## config.mk

```make
export PLATFORM = sky130hd
export DESIGN_NAME = multi_latch_sampler
export DESIGN_NICKNAME = d
export VERILOG_FILES = /design/src/rtl/multi_latch_sampler.sv
export SDC_FILE = /design/constraint.sdc
export NUM_CORES = 1
export LEC_CHECK = 0
export CELL_PAD_IN_SITES_DETAIL_PLACEMENT = 0
export CELL_PAD_IN_SITES_GLOBAL_PLACEMENT = 1
export CORE_UTILIZATION = 35
export DETAILED_ROUTE_END_ITERATION = 8
export GPL_ROUTABILITY_DRIVEN = 0
export GPL_TIMING_DRIVEN = 0
export PLACE_DENSITY_LB_ADDON = 0.1
export SETUP_SLACK_MARGIN = 0.15
export SLEW_MARGIN = 20
export SYNTH_ARGS = -nofsm -noshare
export SYNTH_HDL_FRONTEND = slang
export SYNTH_SLANG_ARGS = --single-unit
export TNS_END_PERCENT = 10
```

## constraint.sdc

```tcl
create_clock -name clk -period 3.1 [get_ports clk]
set_input_delay 0.465 -clock clk [delete_from_list [all_inputs] [get_ports clk]]
set_output_delay 0.465 -clock clk [all_outputs]
set_load 0.02 [all_outputs]
```

## src/rtl/multi_latch_sampler.sv

```systemverilog
// Multi-sample comparator latch sequencer: synchronises CH pad pairs and runs a
// PRE/EVAL cycle VOTES times. Each channel then takes a majority decision, or is flagged undecided.
//
// state | meaning
// IDLE  | waiting for ena & start
// PRE   | latch precharge, one cycle
// EVAL  | latch evaluate, one vote taken per channel
// DONE  | decision published, valid pulse
module multi_latch_sampler #(
    parameter int CH    = 4,
    parameter int VOTES = 3
) (
    input  logic          clk,
    input  logic          rst_n,
    input  logic          ena,
    input  logic          start,
    input  logic          cont,
    input  logic [CH-1:0] vip,
    input  logic [CH-1:0] vin,
    output logic          strobe,
    output logic          busy,
    output logic          valid,
    output logic [CH-1:0] dout,
    output logic [CH-1:0] undec
);

    localparam int CW = $clog2(VOTES + 1);
    localparam logic [CW-1:0] VMAX = CW'(VOTES);
    localparam logic [CW-1:0] HALF = CW'(VOTES / 2);

    typedef enum logic [1:0] {IDLE, PRE, EVAL, DONE} state_t;

    state_t state, state_nxt;

    logic [CH-1:0] vip_s1, vip_s2, vin_s1, vin_s2;
    logic [CH-1:0][CW-1:0] ones, zeros, ones_inc, zeros_inc;
    logic [CW-1:0] samp, samp_inc;
    logic clr, count, decide;

    always_ff @(posedge clk or negedge rst_n) begin
        if (!rst_n) begin
            vip_s1 <= '0;
            vip_s2 <= '0;
            vin_s1 <= '0;
            vin_s2 <= '0;
        end else begin
            vip_s1 <= vip;
            vip_s2 <= vip_s1;
            vin_s1 <= vin;
            vin_s2 <= vin_s1;
        end
    end

    // Saturating vote counters; equal pairs (metastable sample) leave both unchanged.
    always_comb begin
        for (int i = 0; i < CH; i++) begin
            ones_inc[i]  = ones[i];
            zeros_inc[i] = zeros[i];
            if (vip_s2[i] && !vin_s2[i] && ones[i] != VMAX)
                ones_inc[i] = ones[i] + CW'(1);
            if (!vip_s2[i] && vin_s2[i] && zeros[i] != VMAX)
                zeros_inc[i] = zeros[i] + CW'(1);
        end
        samp_inc = (samp != VMAX) ? samp + CW'(1) : samp;
    end

    always_ff @(posedge clk or negedge rst_n) begin
        if (!rst_n)
            state <= IDLE;
        else
            state <= state_nxt;
    end

    always_comb begin
        state_nxt = state;
        clr       = 1'b0;
        count     = 1'b0;
        decide    = 1'b0;
        if (!ena) begin
            state_nxt = IDLE;
            clr       = 1'b1;
        end else begin
            case (state)
                IDLE: begin
                    if (start) begin
                        state_nxt = PRE;
                        clr       = 1'b1;
                    end
                end
                PRE: state_nxt = EVAL;
                EVAL: begin
                    count = 1'b1;
                    if (samp_inc < VMAX) begin
                        state_nxt = PRE;
                    end else begin
                        state_nxt = DONE;
                        decide    = 1'b1;
                    end
                end
                DONE: begin
                    clr = 1'b1;
                    if (cont)
                        state_nxt = PRE;
                    else
                        state_nxt = IDLE;
                end
                default: begin
                    state_nxt = IDLE;
                    clr       = 1'b1;
                end
            endcase
        end
    end

    always_ff @(posedge clk or negedge rst_n) begin
        if (!rst_n) begin
            ones  <= '0;
            zeros <= '0;
            samp  <= '0;
        end else if (clr) begin
            ones  <= '0;
            zeros <= '0;
            samp  <= '0;
        end else if (count) begin
            ones  <= ones_inc;
            zeros <= zeros_inc;
            samp  <= samp_inc;
        end
    end

    // The decision includes the vote taken on the final EVAL edge itself.
    always_ff @(posedge clk or negedge rst_n) begin
        if (!rst_n) begin
            dout  <= '0;
            undec <= '1;
        end else if (decide) begin
            for (int i = 0; i < CH; i++) begin
                dout[i]  <= (ones_inc[i] > HALF);
                undec[i] <= (ones_inc[i] <= HALF) && (zeros_inc[i] <= HALF);
            end
        end
    end

    // Status outputs are flops loaded from the next state, so they track state without decode glitches.
    always_ff @(posedge clk or negedge rst_n) begin
        if (!rst_n) begin
            strobe <= 1'b0;
            busy   <= 1'b0;
            valid  <= 1'b0;
        end else begin
            strobe <= (state_nxt == EVAL);
            busy   <= (state_nxt == PRE) || (state_nxt == EVAL);
            valid  <= (state_nxt == DONE);
        end
    end

endmodule
```

; ---- Yosys cells after proc, flatten, opt, wreduce, memory -nomap -nowiden
; Index checks and enable logic that the tools add are counted.
[classes]
n_lt_le_gt_ge = 13
eq_ne = 15
div_mod_pow = 0
bitwise = 0
n_reduce_logical = 31
add_sub_neg = 9
shifts = 0
mul = 0
muxes = 28
[op_table]
columns = operator, n
row1 = 8-bit two-way mux, 4
row2 = 2-bit two-way mux, 14
row3 = 1-bit logical AND, 20
row4 = "2-bit by 1-bit adder with 2-bit output, second input constant", 9
row5 = "2-bit != test, second input constant", 9
row6 = "2-bit by 1-bit less-or-equal comparator with 1-bit output, second input constant", 8
row7 = "2-bit == test, second input constant", 4
row8 = "2-bit by 1-bit greater-than comparator with 1-bit output, second input constant", 4
row9 = 1-bit zero test, 8
row10 = 1-bit two-way mux, 8
row11 = 2-bit case mux with 4 select lines, 1
row12 = "2-bit by 1-bit == test with 1-bit output, second input constant", 2
row13 = 2-bit zero test, 1
row14 = "2-bit < comparator, second input constant", 1
row15 = 1-bit case mux with 2 select lines, 1
row16 = 2-bit nonzero test, 1
row17 = 1-bit logical OR, 1
[totals]
ff_bits = 47
ram_bits = 0
wordCells = 115
input_bits = 13
output_inout_bits = 11
rom_bits = 0
mem_count = 0
latchBits = 0

; ---- Logic depth before layout (Yosys ltp)
; Gate-level depths: netlist of the first run.
[depth]
ltp_word = 8
depth_mapped = 7
depth_no_buf = 6

; ---- Worst setup path after synthesis of the first run
; Ideal clock, no wire load.
[synth_path]
path_kind = register -> register
startpoint = reg state[0]
endpoint = reg busy
setup_ps = 113
n_path_buf = 1
arrival_time_ps = 1568
setup_slack_ps = 1419
period_less_slack_ps = 1681
required_ps = 2987
path_stages_with_launch = 8
path_cell_list = dfrtp_1 inv_1 ha_1 buf_6 a211o_2 and3_1 ha_1 inv_1
[synth_via]
elab_chain_len = 5
word_cells_on_any_way = 10
classes_between = eq/ne: 5 / mux: 3 / reduce/logical: 2
[synth_lines]
columns = item, line
row1 = start: declaration, 33  ; state_t state, state_nxt;
row2 = start signal: assignment, 71  ; state <= state_nxt;
row3 = "2-bit == test, or another cell as far along", 83  ; case (state)
row4 = 2-bit case mux with 4 select lines *, 83
row5 = 2-bit two-way mux *, 79  ; if (!ena) begin
row6 = net state_nxt[1], 33
row7 = 2-bit by 1-bit == test with 1-bit output / 2-bit == test (equally long branches), 152  ; busy <= (state_nxt == PRE) || (state_nxt == EVAL);
row8 = 1-bit logical OR *, 152
row9 = end signal: assignment, 152
row10 = end: declaration, 21  ; output logic busy,
; The timed path passes the listed nets; every way through them passes the cells marked *.
; A chain may end at the register's enable or synchronous reset.

; ---- Final worst setup path of the first run
; Ends and elaborated chain as after synthesis.

==> out/metrics.csv, run 1 <==
stage,metric,value,unit
layout,multi_input_comb_area,835,µm²
clock_network,cts_max_level,2,
logic_synthesis,ys_types,24,
routing,post_drt_via_cell_ratio,4.93,
grt,grt.total_usage,13.7,%
clock_network,cts_resized,0,
layout,nNetsFinal,216,
die,die-area,6190,µm²
run_status,run_status,finished clean,
routing,postRouteAntennaNets,0,
critical_path,worst-setup-path-type,reg2reg,
sta,period_share,61.7,%
logic_synthesis,netlist_area,2060,µm²
grt,number_of_antenna_violations_at_the_first_check_in_global_routing,0,
sta,setup_repair_after_global_routing_missed_its_margin,false,
clock_network,cts_max_path_buffers,2,
grt,grt_first_pass_wirelength,6470,µm
logic_synthesis,synth.largest_area_cell,dfrtp_1,
flow_run,max_cap_violations,0,
critical_path,cpLargestDelayFamily,adder cells,
die,die_w,78.7,µm
power_and_ir_drop,vdd_ir_drop_max,364,µV
clock_network,cts_hold_buffers,0,
sta,fmax,0.523,GHz
critical_path,cp-end-kind,flop,
clock_network,cts_tree,built,
clock_network,clock_latency,0.29,ns
logic_synthesis,synth_seq_cells,47,
clock_network,path_clk_slew,0.08,ns
grt,grt_pass1_vias,1333,
critical_path,startpoint_type,flop,
clock_network,root_buffer_cell,clkbuf_8,
min_path,worst_hold_path_type,in2async,
die,die_h,78.7,µm
critical_path,crit_path_top_delay_cell,dfrtp_1,
critical_path,worstPathArrival,2.11,ns
critical_path,sequence_of_cells_on_the_critical_path,inv_1 -> ha_1 -> buf_6 -> a211o_2 -> and3_1 -> ha_1 -> inv_1,
clock_network,cts-buffers-inserted,5,
sta,report.final.setup_viol,0,
layout,seqCellArea,1180,µm²
logic_synthesis,avgSynthCellArea,13.1,µm²
routing,num_vias,1287,
power_and_ir_drop,cellPowerDensity,593,nW/µm²
die,top_level_ports,24,
routing,drt_pre_antenna_iters,4,
routing,detail_route.wl_per_cell,14.0,µm
routing,drt_iter0_drc,48,
critical_path,crit_path_max_fanout,10,
place,dpl-instance-area,2400,µm²
layout,n_fill_cell,512,
layout,num_antenna_cells,0,
place,dp_hpwl,2630,µm
clock_network,cts.sink_count,47,
power_and_ir_drop,leakagePower,1.09,nW
critical_path,timing.critical_path.slowest_cell_delay,0.41,ns
logic_synthesis,seq_area_frac_synth,57.4,%
sta,finalSetupTns,0,ns
logic_synthesis,synth_warn,0,
grt,grt_start_max_net_pins,30,
place,port_buffers,23,
sta,finClkSkew,0.00686,ns
sta,slew_viol_final,0,
critical_path,path_buf_inv,3,
routing,route.detailed.drc,0,
sta,relSlewSlack,53.7,%
sta,fin_crit,1.91,ns
critical_path,worst_ep_required,3.29,ns
logic_synthesis,syn-num-nets,185,
sta,final_hold_violation_count,0,
die,floorplan.initialDensity,36.9,%
die,floorplan.core_area,5570,µm²
die,placementRows,27,
sta,tightest_slew,0.694,ns
logic_synthesis,synth.top_cells.by_area,"dfrtp_1 (52%), ha_1 (9.1%), mux2i_1 (5.8%)",
layout,final_cell_area,2480,µm²
clock_network,post_cts_setup_buffer_count,0,
logic_synthesis,fraction_of_post_synthesis_cell_area_in_the_top_cell_type_by_area,52.3,%
layout,area_growth_syn_to_layout,20.6,%
grt,grt.overflow.total,0,
logic_synthesis,postSynthCellCount,157,
layout,final_layout_size_suffix_gt1_share,15.3,%
routing,finalWirelength,3650,µm
==> report_power, final <==
group	internal [mW]	switching, mW
clock network	0.158	0.189
logic	0.186	0.220
registers	0.677	0.0406
==> layout by cell type, fill, tap and decap left out, drive strengths merged <==
master / synthesis / final
dfstp: 4 / 4
ha: 15 / 15
a211o: 2 / 2
clkbuf: 0 / 7
a31oi: 4 / 4
nor3b: 4 / 4
nand3: 2 / 2
a32o: 4 / 4
nor2: 24 / 24
a21oi: 2 / 2
inv: 3 / 3
mux2i: 12 / 12
xnor2: 8 / 8
and3: 2 / 2
dfrtp: 43 / 43
and4bb: 8 / 8
clkinv: 0 / 1
o21ai: 6 / 6
clkdlybuf4s50: 0 / 22
nand2: 6 / 6
a21bo: 4 / 4
buf: 3 / 5
nor3: 1 / 1
==> state kept, by name, indices dropped and copies added (netlist names) <==
signal / cells
vip_s1: 4
strobe: 1
vip_s2: 4
undec: 4
busy: 1
ones: 8
dout: 4
vin_s1: 4
valid: 1
zeros: 8
samp: 2
vin_s2: 4
state: 2
==> stage by stage <==
stage | hold WS [ns] | power, mW | util [%] | instances | setup slack, ns
after floorplan | 0.169 | 0.986 | - | 157 | 1.42
after global routing | 0.264 | 1.56 | 44.5 | 261 | 1.11
after global placement | 0.333 | 1.12 | 42.6 | 252 | 0.321
final | 0.214 | 1.47 | 44.5 | 261 | 1.19
after CTS | 0.228 | 1.49 | 44.5 | 261 | 1.18
after detailed placement | 0.335 | 1.14 | 43.1 | 253 | 1.15
==> cell usage after synthesis <==
| cell | n |
|---|---|
| dfrtp_1 | 43 |
| nor2_1 | 24 |
| ha_1 | 15 |
| mux2i_1 | 12 |
| xnor2_1 | 8 |
| nand2_1 | 6 |
| and4bb_4 | 5 |
| o21ai_0 | 5 |
| a21bo_2 | 4 |
| a31oi_1 | 4 |
| a32o_1 | 4 |
| dfstp_2 | 4 |
| nor3b_1 | 4 |
| and4bb_2 | 3 |
| inv_1 | 3 |
| a21oi_1 | 2 |
| and3_1 | 2 |
| buf_6 | 2 |
| nand3_1 | 2 |
| a211o_1 | 1 |
| a211o_2 | 1 |
| buf_4 | 1 |
| nor3_1 | 1 |
| o21ai_2 | 1 |
==> layer usage <==
| metal | vias up | global-route usage [%] | routed length (µm) |
|---|---|---|---|
| li1 | 614 | - | - |
| met1 | 638 | 17.3 | 1690 |
| met2 | 30 | 23.0 | 1780 |
| met3 | 5 | 3.60 | 130 |
| met4 | 0 | 3.89 | 38 |
| met5 | - | 0 | 0 |
==> worst register-to-register path, delay by kind of cell, from the launching register on <==
| family | cells | cell delay (ns) |
|---|---|---|
| flops | 1 | 0.41 |
| simple gates | 1 | 0.20 |
| fa+ha+maj | 2 | 0.59 |
| compound gates | 1 | 0.28 |
| buf+inv | 3 | 0.33 |
==> final timing paths <==
| kind | start | to | slack (ns) | cells past startpoint |
|---|---|---|---|---|
| worst max-delay path | state[0]$_DFF_PN0_ | busy$_DFF_PN0_ | 1.19 | 7 |
| worst min-delay path | rst_n | state[0]$_DFF_PN0_ | 0.21 | 1 |
| worst max register to register | state[0]$_DFF_PN0_ | busy$_DFF_PN0_ | 1.19 | 7 |
| worst min register to register | vip_s1[3]$_DFF_PN0_ | vip_s2[3]$_DFF_PN0_ | 0.35 | 0 |
| max in group asynchronous | rst_n | undec[3]$_DFFE_PN1P_ | 2.27 | 2 |
| min in group clk | vip_s1[3]$_DFF_PN0_ | vip_s2[3]$_DFF_PN0_ | 0.35 | 0 |
==> cell type report <==
class / count / area share (%)
plain buffers: 3 / 1.21
clock buffers: 7 / 3.08
clock inverters: 1 / 0.202
inverters: 3 / 0.454
multi-input cells: 104 / 33.6
flip-flops and latches: 47 / 47.6
well taps: 72 / 3.63
repair buffers: 24 / 10.2
==> logic make-up (layout without fill, tap and decap cells) <==
family	Yosys count	in the layout	synth area share, %
compound gates	22	22	8.15
xor+xnor	8	8	3.41
simple gates	47	47	14.1
buf+inv	6	38	2.01
flops	47	47	57.4
mux	12	12	5.84
fa+ha+maj	15	15	9.12
(Power assumes the default switching activity.)
==> run 2: changes to the inputs <==
==> constraint.sdc (replaced) <==
create_clock -name clk -period 1.67 [get_ports clk]
set_input_delay 0.2505 -clock clk [delete_from_list [all_inputs] [get_ports clk]]
set_output_delay 0.2505 -clock clk [all_outputs]
set_load 0.02 [all_outputs]
==> run 2 against run 1 <==
Net effect: worst setup slack got worse by 1.2 ns; sequential power rose by 85%; via count up 1.9%; wire length is 0.30% lower; design area rose by 7.3%; die area unchanged; clock skew about the same; final cell count increased by 4.6%; non-clock buffer count rose by 12; global-route usage down 0.29 points; register-to-register slack got worse by 1.2 ns.
==> out/metrics.csv, run 2 (same netlist as run 1, synthesis figures left out) <==
stage,metric,value,unit
power_and_ir_drop,clock_power_share,29.7,%
layout,seqCellArea,1180,µm²
clock_network,root_buffer_cell,clkbuf_8,
critical_path,critical_path.reg2reg.startpoint,state[0]$_DFF_PN0_,
critical_path,crit_path_max_fanout,8,
critical_path,reg2reg_to,busy$_DFF_PN0_,
place,dpl-instance-area,2430,µm²
layout,nNetsFinal,228,
die,top_level_ports,24,
die,die_w,78.7,µm
sta,timing.hold.ws,0.353,ns
clock_network,cts_max_level,2,
critical_path,worstPathArrival,1.84,ns
layout,post_layout_nonfiller_instances,273,
sta,relSlewSlack,59.2,%
sta,period_share,98.0,%
die,floorplan.core_area,5570,µm²
sta,setup_repair_after_global_routing_missed_its_margin,true,
clock_network,path_clk_slew,0.09,ns
routing,num_vias,1312,
clock_network,cts_max_path_buffers,2,
die,floorplan.initialDensity,36.9,%
clock_network,cts.sink_count,47,
layout,n_fill_cell,509,
min_path,holdCritStartpoint,vin_s1[1]$_DFF_PN0_,
grt,grt_start_max_net_pins,26,
clock_network,cts_tree,built,
place,port_buffers,23,
critical_path,cp-end-kind,flop,
power_and_ir_drop,p_total,3.30,mW
sta,slew_viol_final,0,
routing,detail_route.wl_per_cell,13.3,µm
die,die_h,78.7,µm
grt,grt_first_pass_wirelength,6290,µm
power_and_ir_drop,power.share.switching,28.2,%
layout,layout_commonest_cell,dfrtp_1,
sta,report.final.setup_viol,0,
clock_network,clock_latency,0.30,ns
min_path,hold_path_end,vin_s2[1]$_DFF_PN0_,
critical_path,worst-r2r-setup-slack,0.03,ns
power_and_ir_drop,comb_power_share,29.9,%
power_and_ir_drop,leakagePower,1.20,nW
grt,number_of_antenna_violations_at_the_first_check_in_global_routing,0,
grt,grt.total_usage,13.4,%
flow_run,max_cap_violations,0,
sta,tightest_slew,0.612,ns
min_path,holdPathStages,0,
layout,num_antenna_cells,0,
critical_path,crit_start,state[0]$_DFF_PN0_,
routing,finalWirelength,3640,µm
routing,drt_iter0_drc,50,
die,die-area,6190,µm²
power_and_ir_drop,vdd_ir_drop_max,567,µV
sta,final_hold_violation_count,0,
power_and_ir_drop,cellInternalPower,2.37,mW
layout,final_layout_size_suffix_gt1_share,22.9,%
critical_path,worst-setup-path-type,reg2reg,
grt,grt.overflow.total,0,
sta,finClkSkew,0.00701,ns
sta,fmax,0.611,GHz
critical_path,timing.reg2reg.worst_path_depth,7,
clock_network,cts-buffers-inserted,5,
layout,reg.largest.list,"ones: 8 flops, zeros: 8 flops",
die,placementRows,27,
layout,area_growth_syn_to_layout,29.4,%
place,numPlacedInstances,253,
sta,fin_crit,1.64,ns
run_status,run_status,finished clean,
critical_path,startpoint_type,flop,
place,dp_hpwl,2560,µm
routing,post_drt_via_cell_ratio,4.81,
layout,final_cell_mix,"dfrtp_1 (43), nor2_1 (24), clkdlybuf4s50_1 (16)",
layout,multi_input_comb_area,872,µm²
power_and_ir_drop,cellPowerDensity,1240,nW/µm²
power_and_ir_drop,p_sw,0.932,mW
layout,final_cell_area,2660,µm²
layout,final_core_area_utilization,47.8,%
grt,grt_pass1_vias,1382,
critical_path,worst_ep_required,1.88,ns
power_and_ir_drop,power.sequential.fraction,40.4,%
min_path,worst_hold_path_type,reg2reg,
routing,drt_pre_antenna_iters,4,
routing,postRouteAntennaNets,0,
routing,route.detailed.drc,0,
-- run 2: worst max-delay path, stage by stage (launching register included) --
cell     delay [ns]
dfrtp_1        0.41
inv_2          0.08
ha_4           0.18
buf_8          0.13
a211o_2        0.28
and3_4         0.17
ha_4           0.25
inv_1          0.03
-- run 2: power groups by stage --
| stage | Clock (mW) | Combinational (mW) | Sequential [mW] |
|---|---|---|---|
| final | 0.980 | 0.987 | 1.33 |
| after global placement | 0 | 0.778 | 1.36 |
| after detailed placement | 0 | 0.806 | 1.36 |
| after CTS | 1.01 | 0.875 | 1.34 |
| after global routing | 1.06 | 1.08 | 1.35 |
| after floorplan | 0 | 0.488 | 1.40 |
-- run 2: repair_timing --
item,CTS,global route
cloned,0,0
endpoints found under the setup margin,31,28
gates resized for setup,8,0
hold buffers,1,0
endpoints found under the hold margin,22,0
pin swaps,2,0
setup buffers,3,8
-- run 2: layer usage --
layer | wire length, µm | global-route usage (%) | part of all wire [%] | up-vias
li1 | - | - | - | 646
met1 | 1690 | 15.9 | 46 | 642
met2 | 1780 | 23.1 | 49 | 18
met3 | 104 | 3.49 | 2.9 | 6
met4 | 61 | 5.00 | 1.7 | 0
met5 | 0 | 0 | 0 | -
-- run 2: cell type report --
type	instances	share of cell area, %
plain buffers	3	1.27
clock buffers	5	2.58
clock inverters	3	2.54
inverters	3	0.423
multi-input cells	104	32.8
flip-flops and latches	47	44.4
well taps	72	3.38
repair buffers	36	12.7
-- run 2: stage by stage --
stage	worst slack, ns	TNS [ns]
finish	0.0338	0
global route	-0.00265	-0.00265
CTS	-0.0233	-0.0233
detailed placement	-0.0908	-0.995
global placement	-0.949	-43.30
floorplan	0.116	0
-- run 2: worst max path at each step --
stage,depth (start not counted),slack (ns),endpoint
2_1_floorplan,7,0.12,busy$_DFF_PN0_
5_1_grt,7,-0.003,busy$_DFF_PN0_
3_5_place_dp,4,-0.09,undec[3]$_DFFE_PN1P_
4_1_cts,7,-0.02,busy$_DFF_PN0_
6_report,7,0.03,busy$_DFF_PN0_
3_3_place_gp,1,-0.95,vin_s1[3]$_DFF_PN0_
